$ cat config.mk
export PLATFORM = sky130hd
export DESIGN_NAME = mod5_down_counter_sync
export DESIGN_NICKNAME = d
export VERILOG_FILES = /design/src/rtl/mod_counter_pkg.sv /design/src/rtl/modn_next_cell.sv /design/src/rtl/mod5_down_counter_sync.sv
export SDC_FILE = /design/constraint.sdc
export NUM_CORES = 1
export LEC_CHECK = 0
export ABC_AREA = 1
export ABC_CLOCK_PERIOD_IN_PS = 1100
export CAP_MARGIN = 10
export CORE_AREA = 3 3 40 42
export CTS_CLUSTER_DIAMETER = 60
export CTS_CLUSTER_SIZE = 8
export DETAILED_ROUTE_END_ITERATION = 8
export DIE_AREA = 0 0 43 45
export SLEW_MARGIN = 20
export SYNTH_ARGS = -nofsm -noshare
export SYNTH_HDL_FRONTEND = slang
export SYNTH_SLANG_ARGS = --single-unit
$ cat constraint.sdc
create_clock -name Clock -period 1.1 [get_ports Clock]
set_input_delay 0.22 -clock Clock [delete_from_list [all_inputs] [get_ports Clock]]
set_output_delay 0.22 -clock Clock [all_outputs]
set_load 0.01 [all_outputs]
$ cat src/rtl/mod_counter_pkg.sv
// Shared constants and next-count helper for the modulo-N counter family.
package mod_counter_pkg;

  localparam int unsigned DEFAULT_MODULUS = 5;
  localparam int unsigned DEFAULT_WIDTH   = 3;

  typedef enum logic {
    DIR_DOWN = 1'b0,
    DIR_UP   = 1'b1
  } dir_e;

  // Wrapping modulo step; the caller guarantees value < modulus.
  function automatic int unsigned next_count(input int unsigned value,
                                             input dir_e        dir,
                                             input int unsigned modulus);
    if (dir == DIR_UP) begin
      return (value >= modulus - 1) ? 0 : value + 1;
    end
    return (value == 0) ? modulus - 1 : value - 1;
  endfunction

endpackage

$ cat src/rtl/modn_next_cell.sv
// Combinational next-state, load range check and terminal-count (borrow/carry) logic.
module modn_next_cell
  import mod_counter_pkg::*;
#(
  parameter int unsigned MODULUS = DEFAULT_MODULUS,
  parameter int unsigned WIDTH   = DEFAULT_WIDTH
) (
  input  logic [WIDTH-1:0] count_i,
  input  logic             load_err_i,
  input  logic             en_i,
  input  logic             load_i,
  input  logic [WIDTH-1:0] load_val_i,
  input  logic             up_i,
  output logic [WIDTH-1:0] count_d_o,
  output logic             zero_d_o,
  output logic             load_err_d_o,
  output logic             borrow_o
);

  localparam logic [WIDTH-1:0] LAST = WIDTH'(MODULUS - 1);

  logic load_oor;
  logic terminal;
  dir_e dir;

  always_comb begin
    dir          = dir_e'(up_i);
    load_oor     = 32'(load_val_i) >= MODULUS;
    count_d_o    = count_i;
    load_err_d_o = load_err_i;

    if (load_i) begin
      if (load_oor) begin
        count_d_o    = LAST;
        load_err_d_o = 1'b1;
      end else begin
        count_d_o    = load_val_i;
        load_err_d_o = 1'b0;
      end
    end else if (en_i) begin
      count_d_o = WIDTH'(next_count(32'(count_i), dir, MODULUS));
    end

    // Zero is registered from the next value so it tracks Y with no lag.
    zero_d_o = (count_d_o == '0);
    terminal = (dir == DIR_UP) ? (count_i == LAST) : (count_i == '0);
    borrow_o = en_i & ~load_i & terminal;
  end

endmodule

$ cat src/rtl/mod5_down_counter_sync.sv
// Synchronous modulo-MODULUS down counter with load, borrow, zero and load-error flags.
// Define MOD5_COUNTER_UPDOWN_EN to add the Up port (up/down counting, Borrow becomes carry when Up=1).
module mod5_down_counter_sync
  import mod_counter_pkg::*;
#(
  parameter int unsigned MODULUS = DEFAULT_MODULUS,
  parameter int unsigned WIDTH   = DEFAULT_WIDTH
) (
  input  logic             Clock,
  input  logic             Reset,
  input  logic             En,
  input  logic             Load,
  input  logic [WIDTH-1:0] LoadVal,
`ifdef MOD5_COUNTER_UPDOWN_EN
  input  logic             Up,
`endif
  output logic [WIDTH-1:0] Y,
  output logic             Borrow,
  output logic             Zero,
  output logic             LoadErr
);

  logic [WIDTH-1:0] count_q, count_d;
  logic             zero_q, zero_d;
  logic             load_err_q, load_err_d;
  logic             up;

`ifdef MOD5_COUNTER_UPDOWN_EN
  assign up = Up;
`else
  assign up = 1'b0;
`endif

  modn_next_cell #(
    .MODULUS (MODULUS),
    .WIDTH   (WIDTH)
  ) u_next (
    .count_i      (count_q),
    .load_err_i   (load_err_q),
    .en_i         (En),
    .load_i       (Load),
    .load_val_i   (LoadVal),
    .up_i         (up),
    .count_d_o    (count_d),
    .zero_d_o     (zero_d),
    .load_err_d_o (load_err_d),
    .borrow_o     (Borrow)
  );

  always_ff @(posedge Clock or posedge Reset) begin
    if (Reset) begin
      count_q    <= '0;
      zero_q     <= 1'b1;
      load_err_q <= 1'b0;
    end else begin
      count_q    <= count_d;
      zero_q     <= zero_d;
      load_err_q <= load_err_d;
    end
  end

  assign Y       = count_q;
  assign Zero    = zero_q;
  assign LoadErr = load_err_q;

endmodule

==> impl_metrics.py <==
metrics = {
    "critical_path": {
        "timing.setup.critical_path_class": "reg2out",
        "crit_family": "flip-flops",
        "worst-path-buf-inv": 2,
        "critical_path.slowest_cell": "dfrtp_1",
        "cp_data_required_time_ns": 0.88,
        "critical_path_endpoint_category": "output pin",
        "kind_of_launch_point_of_the_worst_setup_path": "register",
        "cpPeakStageDelay_ns": 0.38,
        "path_cells": "nor2_2 > ha_4 > inv_2 > nor3_2 > buf_2",
        "crit_fanout": 2,
        "cp_data_arrival_time_ns": 1.17,
        "reg2reg_slack_ns": -0.13,
    },
    "place": {
        "place.port_buffers": 12,
        "detailed_place.area_um2": 500,
        "half_perimeter_wire_length_after_placement_um": 522,
        "globalplace.congestion": 0.753,
        "placed_cells": 79,
    },
    "status": {
        "outcome": "finished with violations",
        "failed_checks": "negative setup slack",
    },
    "cells_and_area": {
        "nFillCells": 138,
        "antenna_fix_cells": 0,
        "num-nets-final": 77,
        "final-instance-count-excl-fill": 83,
        "final-seq-area_um2": 128,
        "syn2layout_area_growth_pct": 91.1,
        "multi_input_comb_area_um2": 166,
        "stdcell_area_um2": 564,
        "drive_gt1_share_pct": 45.6,
    },
    "worst_hold_path": {
        "min-delay-path-class": "in2async",
    },
    "timing": {
        "setup_viol_count_final": 5,
        "finalMaxSlewViolations": 0,
        "fin_worst_skew_ns": 0.00214,
        "final_hold_viol_count": 0,
        "setup_repair_after_global_routing_missed_its_margin": "true",
        "final_period_minus_worst_setup_slack_ns": 1.39,
        "fmax_mhz": 719,
        "timing.hold.ws_ns": 0.174,
        "final_min_period_over_clock_period_pct": 126,
        "worst_slew_margin_rel_pct": 87.9,
        "layout_setup_ws_ns": -0.291,
        "max_slew.worst_pin.slew_ns": 0.182,
        "finalSetupTns_ns": -0.499,
    },
    "synthesis": {
        "post_syn_instances": 44,
        "asyncSetResetFlopFracSynth_pct": 100,
        "post_synth_main_area_contributors": "dfrtp_1, nand2_1, inv_1",
        "synth-warning-count": 0,
        "yosys_register_bits": 5,
        "synth.yosys.seq_area_share_pct": 42.8,
        "yosysUniqueCellTypes": 13,
        "syn-mean-instance-area_um2": 6.71,
        "netlist_top_cells_count": "nand2_1, inv_1, nor2_1",
        "synth_edf_count": 0,
        "yosys.area.top_type": "dfrtp_1",
        "synth_ff_type": "dfrtp_1",
        "netlist.area_leader.share_pct": 33.9,
        "synth_nets": 52,
        "yosys.cell_count.top_type": "nand2_1",
        "syn_area_um2": 295,
    },
    "grt": {
        "grt_first_pass_wirelength_um": 1100,
        "grt_usage_pct": 7.71,
        "grt_max_degree": 6,
        "grt-ovfl-total": 0,
        "grt_antenna_before_repair": 0,
        "grt_pass1_vias": 287,
    },
    "routing": {
        "average_wire_per_standard_cell_um": 8.69,
        "detail_route.first_pass.iterations": 4,
        "detail_route.iter0.violations": 5,
        "postRouteWirelength_um": 721,
        "drt_drc_violations_left": 0,
        "route.detailed.vias_per_inst": 3.94,
        "dr_total_vias": 327,
        "route.antenna.remaining_nets": 0,
    },
    "die": {
        "dieArea_um2": 1940,
        "core_region_area_um2": 1280,
        "width_of_the_die_um": 43,
        "starting_density_of_the_core_pct": 23.0,
        "die_height_um": 45,
        "io_pins": 13,
        "rows": 13,
    },
    "power_and_ir_drop": {
        "static-leakage-power_uw": 0.000298,
        "power.density_nw_per_um2": 1200,
        "ir_drop_worst_case_vdd_mv": 0.469,
        "power.total_uw": 678,
    },
    "cts": {
        "clk-insertion-delay-late_ns": 0.24,
        "tritoncts.num_buffers": 3,
        "ctsHtreeMaxLevel": 1,
        "clock_transition_time_at_the_flip_flop_clock_pins_of_the_worst_setup_and_hold_paths_ns": 0.04,
        "ctsRootBufferMaster": "clkbuf_4",
        "cts_sinks": 5,
        "cts_tree": "yes",
        "cts-hold-fix-buffers": 0,
        "cts_buffer_depth": 2,
    },
    "job": {
        "timing.max_cap.violations": 0,
    },
}
repair_timing:
| action | in CTS | in global routing |
|---|---|---|
| pin swaps | 0 | 5 |
| setup endpoints to repair | 8 | 9 |
| buffers inserted | 2 | 2 |
| gates resized for setup | 29 | 9 |
path summary, 6_finish.rpt:
kind                       startpoint  endpoint  cells after the start
min                             Reset   LoadErr                      2
max                              Y[1]    Borrow                      5
max reg2reg                      Y[1]      Zero                      9
max in group asynchronous       Reset      Zero                      2
min in group Clock            LoadErr   LoadErr                      2
min reg2reg                   LoadErr   LoadErr                      2
per-layer routing:
metal	track usage, %	up-vias	wire (µm)
met4	5.42	0	0
met3	2.39	0	43
met1	10.6	143	337
li1	-	175	-
met5	0	-	0
met2	10.2	9	340
cells by family after synthesis:
kind of cell | Yosys count | synth area share (%)
simple gates | 25 | 35.6
buf+inv | 11 | 14.0
flops | 5 | 42.8
compound gates | 2 | 3.39
fa+ha+maj | 1 | 4.24
final cells by class:
class,count,area share (%)
repair buffers,20,32.6
multi-input cells,28,29.5
clock buffers,4,4.66
inverters,11,7.32
well taps,15,3.33
flip-flops and latches,5,22.6
worst register-to-register path: cells and delay by family (launching register included):
kind / cells / cell delay [ns]
buffers and inverters: 2 / 0.16
AND/OR/NAND/NOR: 6 / 0.48
adder cells (fa/ha/maj): 1 / 0.15
flip-flops: 1 / 0.38
sequential cells by signal (all words and copies together), names as in the netlist:
name and flops:
LoadErr 1, Y 3, Zero 1
power by group:
part / switching (µW) / internal [µW]
clock network: 72.1 / 137
logic: 113 / 134
registers: 12.0 / 210
cells in the final DEF, fill, tap and decap left out:
cell type / n
a21oi_2: 1
buf_2: 1
buf_4: 7
buf_6: 5
clkbuf_1: 1
clkbuf_4: 3
clkdlybuf4s15_1: 1
clkdlybuf4s50_1: 6
dfrtp_1: 3
dfrtp_2: 1
dfstp_2: 1
ha_4: 1
inv_1: 8
inv_2: 3
nand2_1: 13
nand2_2: 2
nand3_1: 1
nand3_2: 1
nor2_1: 3
nor2_2: 3
nor2_4: 1
nor3_2: 1
o21ai_0: 1
through the flow:
stage / utilization (%) / setup WS [ns]
2_1_floorplan: - / -0.0458
3_3_place_gp: 38.9 / -0.574
3_5_place_dp: 38.9 / -0.574
4_1_cts: 42.8 / -0.310
5_1_grt: 43.9 / -0.375
6_report: 43.9 / -0.291
(Power assumes the default switching activity.)
